**config.mk**
```make
export PLATFORM = sky130hd
export DESIGN_NAME = axi_ram_traffic_gen
export DESIGN_NICKNAME = d
export VERILOG_FILES = /design/src/rtl/axi_tg_pkg.sv /design/src/rtl/axi_ram_traffic_gen.sv
export SDC_FILE = /design/constraint.sdc
export NUM_CORES = 1
export LEC_CHECK = 0
export BUFFER_PORTS_ARGS = -buffer_cell sky130_fd_sc_hd__buf_2
export CAP_MARGIN = 25
export CORE_MARGIN = 4
export CORE_UTILIZATION = 25
export DETAILED_ROUTE_END_ITERATION = 7
export GPL_TIMING_DRIVEN = 0
export SETUP_SLACK_MARGIN = 0.4
export SYNTH_ARGS = -nofsm -noshare
export SYNTH_HDL_FRONTEND = slang
export SYNTH_SLANG_ARGS = --single-unit
```
**constraint.sdc**
```tcl
create_clock -name clk -period 2.8 [get_ports clk]
set_input_delay 0.28 -clock clk [delete_from_list [all_inputs] [get_ports clk]]
set_output_delay 0.28 -clock clk [all_outputs]
set_load 0.005 [all_outputs]
```
**src/rtl/axi_tg_pkg.sv**
```systemverilog
// Shared types, AXI encodings and helpers for the AXI RAM traffic generator.
// Data pattern and transfer-size helpers are used by both the FSM and its datapath.
package axi_tg_pkg;

    typedef enum logic [2:0] {
        IDLE,
        AW,
        W,
        B,
        AR,
        R,
        DONE
    } tg_state_e;

    localparam logic [1:0] BURST_INCR = 2'b01;
    localparam logic [1:0] RESP_OKAY  = 2'b00;
    localparam logic [3:0] CACHE_DEF  = 4'b0011;

    function automatic logic [31:0] tg_pattern(input logic [31:0] addr);
        return addr ^ 32'hA5A5_0000;
    endfunction

    function automatic logic [2:0] tg_size(input int dw);
        logic [2:0] s;
        s = 3'd0;
        for (int i = 0; i < 8; i++) begin
            if ((1 << i) == dw / 8) begin
                s = 3'(i);
            end
        end
        return s;
    endfunction

endpackage

```
**src/rtl/axi_ram_traffic_gen.sv**
```systemverilog
// AXI4 master that writes NUM_BURSTS INCR bursts of a fixed pattern,
// reads them back, and counts every failing response or beat.
module axi_ram_traffic_gen
    import axi_tg_pkg::*;
#(
    parameter int                  DATA_WIDTH = 32,
    parameter int                  ADDR_WIDTH = 16,
    parameter int                  ID_WIDTH   = 8,
    parameter logic [ID_WIDTH-1:0] TXN_ID     = '0,
    parameter int                  BURST_LEN  = 8,
    parameter int                  NUM_BURSTS = 16,
    parameter logic [ADDR_WIDTH-1:0] BASE_ADDR = '0
) (
    input  logic                    clk,
    input  logic                    rst_n,
    input  logic                    start,
    output logic                    busy,
    output logic                    done,
    output logic [15:0]             err_count,

    output logic [ID_WIDTH-1:0]     m_axi_awid,
    output logic [ADDR_WIDTH-1:0]   m_axi_awaddr,
    output logic [7:0]              m_axi_awlen,
    output logic [2:0]              m_axi_awsize,
    output logic [1:0]              m_axi_awburst,
    output logic                    m_axi_awlock,
    output logic [3:0]              m_axi_awcache,
    output logic [2:0]              m_axi_awprot,
    output logic                    m_axi_awvalid,
    input  logic                    m_axi_awready,

    output logic [DATA_WIDTH-1:0]   m_axi_wdata,
    output logic [DATA_WIDTH/8-1:0] m_axi_wstrb,
    output logic                    m_axi_wlast,
    output logic                    m_axi_wvalid,
    input  logic                    m_axi_wready,

    input  logic [ID_WIDTH-1:0]     m_axi_bid,
    input  logic [1:0]              m_axi_bresp,
    input  logic                    m_axi_bvalid,
    output logic                    m_axi_bready,

    output logic [ID_WIDTH-1:0]     m_axi_arid,
    output logic [ADDR_WIDTH-1:0]   m_axi_araddr,
    output logic [7:0]              m_axi_arlen,
    output logic [2:0]              m_axi_arsize,
    output logic [1:0]              m_axi_arburst,
    output logic                    m_axi_arlock,
    output logic [3:0]              m_axi_arcache,
    output logic [2:0]              m_axi_arprot,
    output logic                    m_axi_arvalid,
    input  logic                    m_axi_arready,

    input  logic [ID_WIDTH-1:0]     m_axi_rid,
    input  logic [DATA_WIDTH-1:0]   m_axi_rdata,
    input  logic [1:0]              m_axi_rresp,
    input  logic                    m_axi_rlast,
    input  logic                    m_axi_rvalid,
    output logic                    m_axi_rready
);

    localparam int              NBYTES     = DATA_WIDTH / 8;
    localparam int              NLANES     = DATA_WIDTH / 32;
    localparam logic [2:0]      SIZE       = tg_size(DATA_WIDTH);
    localparam logic [7:0]      AXLEN      = 8'(BURST_LEN - 1);
    localparam logic [8:0]      LAST_BEAT  = 9'(BURST_LEN - 1);
    localparam logic [15:0]     LAST_BURST = 16'(NUM_BURSTS - 1);
    localparam logic [ADDR_WIDTH-1:0] STEP = ADDR_WIDTH'(BURST_LEN * NBYTES);

    tg_state_e              state_q, state_d;
    logic [8:0]             beat_q, beat_d;
    logic [15:0]            burst_q, burst_d;
    logic [ADDR_WIDTH-1:0]  addr_q, addr_d;
    logic [15:0]            err_q, err_d;

    logic [ADDR_WIDTH-1:0]  beat_addr;
    logic [31:0]            beat_pat;
    logic [DATA_WIDTH-1:0]  exp_data;
    logic                   last_beat;
    logic                   last_burst;
    logic                   b_bad;
    logic                   rd_bad;
    logic                   err_inc;

    assign beat_addr  = addr_q + (ADDR_WIDTH'(beat_q) << SIZE);
    assign beat_pat   = tg_pattern(32'(beat_addr));
    assign exp_data   = {NLANES{beat_pat}};
    assign last_beat  = (beat_q == LAST_BEAT);
    assign last_burst = (burst_q == LAST_BURST);

    assign b_bad = (m_axi_bresp != RESP_OKAY) || (m_axi_bid != TXN_ID);

    // one error per bad beat, however many fields disagree
    assign rd_bad = (m_axi_rdata != exp_data)
                 || (m_axi_rresp != RESP_OKAY)
                 || (m_axi_rid != TXN_ID)
                 || (m_axi_rlast != last_beat);

    always_ff @(posedge clk or negedge rst_n) begin
        if (!rst_n) begin
            state_q <= IDLE;
            beat_q  <= '0;
            burst_q <= '0;
            addr_q  <= BASE_ADDR;
            err_q   <= '0;
        end else begin
            state_q <= state_d;
            beat_q  <= beat_d;
            burst_q <= burst_d;
            addr_q  <= addr_d;
            err_q   <= err_d;
        end
    end

    always_comb begin
        state_d = state_q;
        beat_d  = beat_q;
        burst_d = burst_q;
        addr_d  = addr_q;
        err_d   = err_q;
        err_inc = 1'b0;

        unique case (state_q)
            IDLE, DONE: begin
                if (start) begin
                    state_d = AW;
                    beat_d  = '0;
                    burst_d = '0;
                    addr_d  = BASE_ADDR;
                    err_d   = '0;
                end
            end
            AW: begin
                if (m_axi_awready) begin
                    state_d = W;
                end
            end
            W: begin
                if (m_axi_wready) begin
                    if (last_beat) begin
                        state_d = B;
                        beat_d  = '0;
                    end else begin
                        beat_d = beat_q + 9'd1;
                    end
                end
            end
            B: begin
                if (m_axi_bvalid) begin
                    err_inc = b_bad;
                    if (last_burst) begin
                        state_d = AR;
                        burst_d = '0;
                        addr_d  = BASE_ADDR;
                    end else begin
                        state_d = AW;
                        burst_d = burst_q + 16'd1;
                        addr_d  = addr_q + STEP;
                    end
                end
            end
            AR: begin
                if (m_axi_arready) begin
                    state_d = R;
                end
            end
            R: begin
                if (m_axi_rvalid) begin
                    err_inc = rd_bad;
                    if (m_axi_rlast) begin
                        beat_d = '0;
                        if (last_burst) begin
                            state_d = DONE;
                        end else begin
                            state_d = AR;
                            burst_d = burst_q + 16'd1;
                            addr_d  = addr_q + STEP;
                        end
                    end else if (beat_q != 9'h1FF) begin
                        // stays pinned so an overlong burst never re-matches LAST_BEAT
                        beat_d = beat_q + 9'd1;
                    end
                end
            end
            default: begin
                state_d = IDLE;
            end
        endcase

        if (err_inc && err_q != 16'hFFFF) begin
            err_d = err_q + 16'd1;
        end
    end

    assign busy      = (state_q != IDLE) && (state_q != DONE);
    assign done      = (state_q == DONE);
    assign err_count = err_q;

    assign m_axi_awid    = TXN_ID;
    assign m_axi_awaddr  = addr_q;
    assign m_axi_awlen   = AXLEN;
    assign m_axi_awsize  = SIZE;
    assign m_axi_awburst = BURST_INCR;
    assign m_axi_awlock  = 1'b0;
    assign m_axi_awcache = CACHE_DEF;
    assign m_axi_awprot  = 3'b000;
    assign m_axi_awvalid = (state_q == AW);

    assign m_axi_wdata  = exp_data;
    assign m_axi_wstrb  = '1;
    assign m_axi_wlast  = last_beat;
    assign m_axi_wvalid = (state_q == W);

    assign m_axi_bready = (state_q == B);

    assign m_axi_arid    = TXN_ID;
    assign m_axi_araddr  = addr_q;
    assign m_axi_arlen   = AXLEN;
    assign m_axi_arsize  = SIZE;
    assign m_axi_arburst = BURST_INCR;
    assign m_axi_arlock  = 1'b0;
    assign m_axi_arcache = CACHE_DEF;
    assign m_axi_arprot  = 3'b000;
    assign m_axi_arvalid = (state_q == AR);

    assign m_axi_rready = (state_q == R);

endmodule
```
[Word level (Yosys, flattened, before mapping)]
Index checks and enable logic that the tools add are counted.
W data, S select, Z words.
Storage, ports and cells
  word-level logic and storage cells: 90
  register bits after elaboration: 60
Operators by class
  add/subtract/negate cells: 5
  reductions and logical operators: 21
  equal/unequal tests: 23
  muxes and demuxes: 36
Operator list (number)
  $mux W16: 13
  $pmux W16 S3: 2
  $mux W9: 6
  $add A16 B1 Y16 const B: 2
  $ne A32 B32 Y1: 1
  $mux W3: 9
  $pmux W9 S3: 1
  $pmux W3 S6: 1
  $add A16 B11 Y16: 1
  $add A16 B6 Y16 const B: 1
  $eq A16 B4 Y1 const B: 1
  $ne A16 B16 Y1 const B: 1
  $reduce_bool A8 Y1: 2
  $ne A2 B2 Y1 const B: 5
  $add A9 B1 Y9 const B: 1
  $eq A3 B3 Y1 const B: 3
  $eq A9 B3 Y1 const B: 1
  $ne A9 B9 Y1 const B: 1
  $reduce_bool A3 Y1: 3
  $ne A2 B1 Y1 const B: 4
  $reduce_and A8 Y1: 1
  $reduce_bool A2 Y1: 4
  $eq A3 B2 Y1 const B: 2
  $reduce_and A6 Y1: 1
  13 further kinds: 18

[Depth between registers and ports, before layout]
Gate-level depths: netlist of run 1.
  word-level depth: 10
  gate-level depth with buffers: 11

[Least setup slack after synthesis of run 1]
Ideal clock, no wire load.
  path type: register to register
  start: reg addr_q[10], in the netlist m_axi_araddr[10]
  end: reg err_q[10], in the netlist err_count[10]
  stages on the path, launching flop included: 11
  library setup time: 0.093 ns
  setup slack: -0.091 ns
  data arrival time: 2.798 ns
  period minus slack after synthesis: 2.891 ns
  path buffers: 1
  cells stage by stage: dfrtp_1 ha_1 o211ai_1 or3b_1 a21bo_2 xor2_1 a221oi_2 nand4_4 o21a_4 buf_6 o31ai_2
On the way
  word-level cells in the longest chain between the ends: 10
  elaborated cells on any way between the ends: 12
  classes of those cells: 1 x add/sub; 1 x eq/ne; 3 x mux; 7 x reduce/logical
Ends and longest elaborated chain
  start: declaration: line axi_ram_traffic_gen.sv:73  | logic [ADDR_WIDTH-1:0] addr_q, addr_d;
  start signal: assignment: line axi_ram_traffic_gen.sv:110  | addr_q <= addr_d;
  $add A16 B11 Y16 (*): line axi_ram_traffic_gen.sv:85  | assign beat_addr = addr_q + (ADDR_WIDTH'(beat_q) << SIZE);
  $ne A32 B32 Y1 (*): line axi_ram_traffic_gen.sv:94  | assign rd_bad = (m_axi_rdata != exp_data)
  $logic_or A1 B1 Y1 (*): line axi_ram_traffic_gen.sv:95  | || (m_axi_rresp != RESP_OKAY)
  $logic_or A1 B1 Y1 (*): line axi_ram_traffic_gen.sv:96  | || (m_axi_rid != TXN_ID)
  $logic_or A1 B1 Y1 (*): line axi_ram_traffic_gen.sv:97  | || (m_axi_rlast != last_beat);
  $mux W1 (*): line axi_ram_traffic_gen.sv:168  | if (m_axi_rvalid) begin
  $pmux W1 S2 (*): line axi_ram_traffic_gen.sv:123  | unique case (state_q)
  $logic_and A1 B1 Y1 (*): line axi_ram_traffic_gen.sv:190  | if (err_inc && err_q != 16'hFFFF) begin
  $reduce_bool A2 Y1 (no source line)
  $reduce_and A2 Y1 (no source line)
  end signal: assignment: line axi_ram_traffic_gen.sv:111  | err_q <= err_d;
  end: declaration: line axi_ram_traffic_gen.sv:74  | logic [15:0] err_q, err_d;
Mark *: on every way between the ends. The rest lies on a longest branch, timed or not.
A chain may end at the register's enable or synchronous reset.

[Final worst setup path of run 1]
  start: reg beat_q[4]
  end: reg err_q[14], in the netlist err_count[14]
On the way
  word-level cells in the longest chain between the ends: 10
  elaborated cells on any way between the ends: 14
  classes of those cells: 1 x add/sub; 3 x eq/ne; 3 x mux; 7 x reduce/logical
Ends and longest elaborated chain
  start: declaration: line axi_ram_traffic_gen.sv:71  | logic [8:0] beat_q, beat_d;
  start signal: assignment: line axi_ram_traffic_gen.sv:108  | beat_q <= beat_d;
  $add A16 B11 Y16: line axi_ram_traffic_gen.sv:85
  $ne A32 B32 Y1: line axi_ram_traffic_gen.sv:94
  $logic_or A1 B1 Y1: line axi_ram_traffic_gen.sv:95
  $logic_or A1 B1 Y1: line axi_ram_traffic_gen.sv:96
  $logic_or A1 B1 Y1 (*): line axi_ram_traffic_gen.sv:97
  $mux W1 (*): line axi_ram_traffic_gen.sv:168
  $pmux W1 S2 (*): line axi_ram_traffic_gen.sv:123
  $logic_and A1 B1 Y1 (*): line axi_ram_traffic_gen.sv:190
  $reduce_bool A2 Y1 (no source line)
  $reduce_and A2 Y1 (no source line)
Marks and branches as above.

==> impl_metrics.json, run 1 <==
{
  "status": "finished, violations left",
  "violations": "setup timing",
  "seq_power_share_pct": 28.8,
  "crit_type": "flip-flop to flip-flop",
  "overflow": 0,
  "final.period_utilization_pct": 106,
  "drt_iter0_drc": 214,
  "ios": 211,
  "synth_ff_type": "dfrtp_1",
  "grt.total_usage_pct": 12.4,
  "drt_first_pass_iters": 4,
  "reg2reg_depth": 10,
  "nNetsFinal": 922,
  "gp_congestion": 0.866,
  "viasPerCell": 4.34,
  "num_rows": 50,
  "ys_top_cells_by_area": "dfrtp_1 28%, buf_4 16%, xor2_1 4.2%",
  "async_flop_share_pct": 100,
  "ys_seq_area_share_pct": 28.4,
  "num_vias": 4827,
  "multi_input_area_mm2": 0.00329,
  "rsz0062_at_grt": "yes",
  "p_clk_share_pct": 16.7,
  "p_sw_mw": 1.67,
  "setup_viol": 15,
  "cp_top_family": "compound AO/OA/AOI/OAI gates",
  "critPathMaxFanout": 7,
  "wl_um": 14500,
  "synth_edf_count": 0,
  "syn_area_per_cell_um2": 8.32,
  "instances_no_fill": 1111,
  "hold_path_class": "primary input to flip-flop",
  "slew_viol_final": 0,
  "worst_pin_slew_ns": 0.929,
  "slew_headroom_pct": 38.1,
  "port_buffers": 120,
  "clkTransAtPathRegs_ns": 0.08,
  "final_cell_mix": "138 x buf_4, 121 x buf_2, 91 x conb_1",
  "dp_hpwl_um": 10700,
  "area_delta_synth_final_pct": 49.5,
  "syn_area_mm2": 0.00484,
  "worstPathArrival_ns": 3.16,
  "yosysTopAreaCellShare_pct": 28.4,
  "slowest_delay_ns": 0.44,
  "hold_viol_final": 0,
  "finClkSkew_ns": 0.00886,
  "grt_max_degree": 37,
  "antenna_found_initial": 3,
  "hold_start": "start",
  "synth.distinct_cells": 67,
  "power.leakage_nw": 3.59,
  "period_needed_ns": 2.95,
  "start_kind": "flip-flop",
  "r2r_start": "beat_q[4]",
  "cp.required_ns": 3.01,
  "fin_area_mm2": 0.00724,
  "setup_tns_ns": -1.82,
  "clock_latency_ns": 0.30,
  "die_y_um": 147,
  "place_inst": 1052,
  "final_common_cell": "buf_4",
  "cap_violations": 0,
  "ant_nets": 0,
  "clock_sinks": 55,
  "r2r_setup_slack_ns": -0.15,
  "die_w_um": 147,
  "core_mm2": 0.0189,
  "nFillCells": 1969,
  "synth_largest_area_cell": "dfrtp_1",
  "cts.path.max_buffers": 2,
  "start_util_pct": 25.6,
  "p_sw_share_pct": 41.6,
  "critPathSlowestCell": "dfrtp_2",
  "tritoncts": "built",
  "drive_gt1_share_pct": 45.8,
  "intPower_mw": 2.33,
  "synth.yosys.warnings": 0,
  "crit_buf_inv": 1,
  "drc": 0,
  "cts_buffers": 5,
  "post_dp_cell_area_mm2": 0.00620,
  "vdd_drop_max_mv": 0.343,
  "grt_pass1_wl_um": 22400,
  "power.density_mw_per_mm2": 553,
  "p_comb_share_pct": 54.5,
  "htreeDepth": 2,
  "die-area_mm2": 0.0216,
  "ys_ff_latch": 55,
  "hold_depth": 4,
  "hold_ws_ns": 0.418,
  "path_cells": "ha_4 > a211o_1 > or3b_4 > a21oi_1 > nand4b_1 > a2111oi_4 > nand4_4 > o21a_4 > clkbuf_16 > o31ai_4",
  "netlist_instances": 582,
  "ff_latch_area_mm2": 0.00139,
  "cts_root_buf": "clkbuf_16",
  "wl_per_cell_um": 13.1,
  "finalCoreUtilization_pct": 38.3,
  "cp-end-kind": "flip-flop",
  "fmax_mhz": 338,
  "fin_ws_ns": -0.154,
  "grt_pass1_vias": 4444,
  "cp.depth": 10,
  "min_to": "err_count[1]",
  "r2r_end": "err_count[14]"
}
## worst min-delay path, delay by kind of cell
family	cells	cell delay, ns
muxes	1	0.06
buffers and inverters	1	0.11
and+or+nand+nor	2	0.22
## routing by layer
| metal | vias to the layer above | global-route usage, % | share of wire [%] |
|---|---|---|---|
| li1 | 2415 | - | - |
| met1 | 2212 | 16.9 | 44 |
| met2 | 184 | 20.0 | 47 |
| met3 | 12 | 3.42 | 8.2 |
| met4 | 4 | 1.72 | 0.61 |
| met5 | - | 0 | 0.14 |
## through the flow
step	setup WS [ns]	power, mW
6_report	-0.154	4.00
5_1_grt	-0.219	4.31
2_1_floorplan	0.0598	2.18
3_5_place_dp	-0.656	2.74
3_3_place_gp	-0.648	2.72
4_1_cts	-0.100	3.74
## worst max-delay path by stage
stage / from / endpoint / slack (ns)
after floorplan: m_axi_araddr[6] / err_count[10] / 0.06
after global placement: state_q[1] / err_count[6] / -0.65
after detailed placement: state_q[1] / err_count[13] / -0.66
after CTS: m_axi_araddr[6] / err_count[10] / -0.10
after global routing: beat_q[4] / err_count[14] / -0.22
final: beat_q[4] / err_count[14] / -0.15
## state kept, by name, indices dropped and copies added, names as in the netlist
name          cells
beat_q            9
burst_q          16
err_count        16
m_axi_araddr     11
state_q           3
## power by group through the flow
stage	Sequential, mW	Clock, mW	Combinational (mW)
after floorplan	1.13	0	1.05
after global placement	1.18	0	1.54
after detailed placement	1.18	0	1.56
after CTS	1.14	0.686	1.91
after global routing	1.18	0.720	2.41
final	1.15	0.669	2.18
## area by class of cell
cell class	instances	area share [%]
multi-input combinational	466	45.5
sequential	55	19.2
timing repair buffer	171	14.7
buffer	122	12.4
tap	260	4.50
clock buffer	5	1.73
inverter	28	1.49
clock inverter	3	0.363
antenna	1	0.0346
## kinds of logic after synthesis
group	synth area share [%]
adders and majority gates	3.10
muxes	0.853
xor gates and xnor gates	7.70
AOI/OAI and AO/OA	18.4
other	0.155
DFF	28.4
buffers and inverters	19.7
and+or+nand+nor	21.7
## synth_stat cells (7+ instances only)
| master | n |
|---|---|
| nor3_1 | 9 |
| and3_1 | 12 |
| inv_1 | 24 |
| a21oi_1 | 18 |
| nor4_1 | 10 |
| nor2_1 | 45 |
| xnor2_1 | 17 |
| nand2_1 | 53 |
| o221ai_1 | 14 |
| a31oi_1 | 7 |
| nand4_1 | 9 |
| o31ai_1 | 8 |
| clkbuf_1 | 17 |
| dfrtp_1 | 55 |
| or3_1 | 10 |
| nand3_1 | 23 |
| o31ai_2 | 10 |
| o21ai_0 | 18 |
| xor2_1 | 23 |
| buf_4 | 102 |
| ha_1 | 12 |
## what timing repair did
| item | 4_1_cts | 5_1_grt |
|---|---|---|
| setup endpoints to repair | 60 | 56 |
| resized for setup | 74 | 53 |
| hold buffers | 1 | 0 |
| pin swaps | 19 | 28 |
| gates cloned | 1 | 1 |
| endpoints found under the hold margin | 19 | 0 |
| buffers inserted | 37 | 10 |
Note: power is estimated with default switching activity, not from simulation.
==> run 2, diff against run 1 <==
--- a/config.mk
+++ b/config.mk
@@ -11,7 +11,8 @@
 export CORE_UTILIZATION = 25
 export DETAILED_ROUTE_END_ITERATION = 7
 export GPL_TIMING_DRIVEN = 0
-export SETUP_SLACK_MARGIN = 0.4
+export PLACE_DENSITY_LB_ADDON = 0.2
+export SETUP_SLACK_MARGIN = 0.05
 export SYNTH_ARGS = -nofsm -noshare
 export SYNTH_HDL_FRONTEND = slang
 export SYNTH_SLANG_ARGS = --single-unit
==> impl_metrics.json, run 2 (synthesis gave the netlist of run 1 again) <==
{
  "wl_per_cell_um": 13.4,
  "slew_viol_final": 0,
  "wl_met1_um": 6640,
  "cts_buffers": 5,
  "start_kind": "flip-flop",
  "power.density_mw_per_mm2": 534,
  "viasPerCell": 4.28,
  "cap_violations": 0,
  "area_delta_synth_final_pct": 40.2,
  "status": "finished, violations left",
  "period_needed_ns": 2.90,
  "drt_first_pass_iters": 5,
  "ios": 211,
  "hold_depth": 4,
  "r2r_setup_slack_ns": -0.10,
  "clkTransAtPathRegs_ns": 0.08,
  "start_util_pct": 25.6,
  "die-area_mm2": 0.0216,
  "die_y_um": 147,
  "cp.required_ns": 3.00,
  "crit_type": "flip-flop to flip-flop",
  "grt_pass1_vias": 4331,
  "r2r_end": "err_count[14]",
  "grt.total_usage_pct": 12.6,
  "rsz0062_at_grt": "yes",
  "fmax_mhz": 345,
  "htreeDepth": 2,
  "tritoncts": "built",
  "num_rows": 50,
  "wl_met3_um": 1300,
  "ant_nets": 0,
  "pre_cts_ws_ns": -0.547,
  "antenna_found_initial": 1,
  "place_inst": 1052,
  "grt_max_degree": 37,
  "die_w_um": 147,
  "dr_wl_met2_um": 6420,
  "top_layer_used": "met5",
  "drive_gt1_share_pct": 40.4,
  "clock_sinks": 55,
  "cts.path.max_buffers": 2,
  "hold_viol_final": 0,
  "setup_tns_ns": -1.11,
  "drc": 0,
  "drt_iter0_drc": 176,
  "fin_ws_ns": -0.102,
  "grt_pass1_wl_um": 22500,
  "worst_pin_slew_ns": 0.851,
  "diodes": 0,
  "vdd_drop_max_mv": 0.311,
  "nNetsFinal": 898,
  "gp_congestion": 0.772,
  "worstPathArrival_ns": 3.10,
  "overflow": 0,
  "final.period_utilization_pct": 104,
  "final_common_cell": "buf_4",
  "cp-end-kind": "flip-flop",
  "port_buffers": 120,
  "hold_path_class": "primary input to flip-flop",
  "min_to": "err_count[1]",
  "finClkSkew_ns": 0.0149,
  "r2r_start": "beat_q[5]",
  "reg2reg_depth": 10,
  "core_mm2": 0.0189,
  "hold_start": "start",
  "num_vias": 4643,
  "setup_viol": 15,
  "final_cell_mix": "128 x buf_4, 121 x buf_2, 91 x conb_1",
  "power.leakage_nw": 3.41,
  "clock_latency_ns": 0.30,
  "instances_no_fill": 1086,
  "wl_um": 14600,
  "violations": "setup timing",
  "critPathMaxFanout": 10,
  "nFillCells": 2047,
  "cts_root_buf": "clkbuf_16",
  "slew_headroom_pct": 43.3,
  "dp_hpwl_um": 11200
}
## run 2: cell count changes in the layout (fill, tap and decap cells not counted), moves of 5 or more
cell / before / now
buf_4: 138 / 128
buf_6: 13 / 3
nand2_2: 5 / 0
nand2_1: 48 / 53
o21ai_0: 9 / 17
## run 2: metrics by stage
stage,hold WS (ns),power (mW),utilization (%),cell area (um2)
2_1_floorplan,-0.0156,2.18,-,5250
3_3_place_gp,0.520,2.74,32.7,6170
3_5_place_dp,0.290,2.75,32.8,6190
4_1_cts,0.377,3.54,34.8,6580
5_1_grt,0.451,3.94,35.9,6780
6_report,0.402,3.62,35.9,6780
## run 2: per-layer routing
metal	vias up	global-route usage, %
li1	2360	-
met1	2071	17.1
met2	194	20.6
met3	16	3.27
met4	2	2.19
met5	-	0
## run 2: report_power, final
part | switching, mW | internal, mW | leakage (nW)
combinational | 0.996 | 0.803 | 2.60
clock | 0.321 | 0.342 | 0.0759
sequential | 0.213 | 0.947 | 0.735
total | 1.53 | 2.09 | 3.41
## run 2: area by class of cell
class / count / area, um2 / share of cell area, %
well taps: 260 / 325 / 4.80
repair buffers: 150 / 848 / 12.5
plain buffers: 119 / 861 / 12.7
flip-flops and latches: 55 / 1390 / 20.5
clock buffers: 5 / 125 / 1.84
inverters: 28 / 105 / 1.55
clock inverters: 3 / 28.8 / 0.424
multi-input cells: 466 / 3100 / 45.7
## run 2: timing repair
| item | in CTS | in global routing |
|---|---|---|
| setup buffers | 21 | 7 |
| pin swaps | 9 | 8 |
| resized for setup | 22 | 35 |
| endpoints found under the hold margin | 19 | 0 |
| endpoints found under the setup margin | 27 | 38 |
| hold buffers | 1 | 0 |
## run 2: worst max path at each step
stage,start,end,slack (ns),cells after the start
final,beat_q[5],err_count[14],-0.10,10
after global routing,beat_q[5],err_count[13],-0.24,9
after CTS,beat_q[4],err_count[14],-0.1,10
after detailed placement,state_q[1],err_count[11],-0.55,8
after global placement,state_q[1],err_count[6],-0.52,8
after floorplan,m_axi_araddr[6],err_count[10],0.06,10
## run 2: critical path, cell delays in order, from the launching register on
cell and delay [ns]:
dfrtp_2 0.45, ha_4 0.32, nor2_1 0.07, or3b_4 0.43, a21bo_4 0.24, xor2_2 0.14, a221oi_2 0.34, nand4_4 0.20
o21a_4 0.29, buf_12 0.16, o31ai_2 0.17
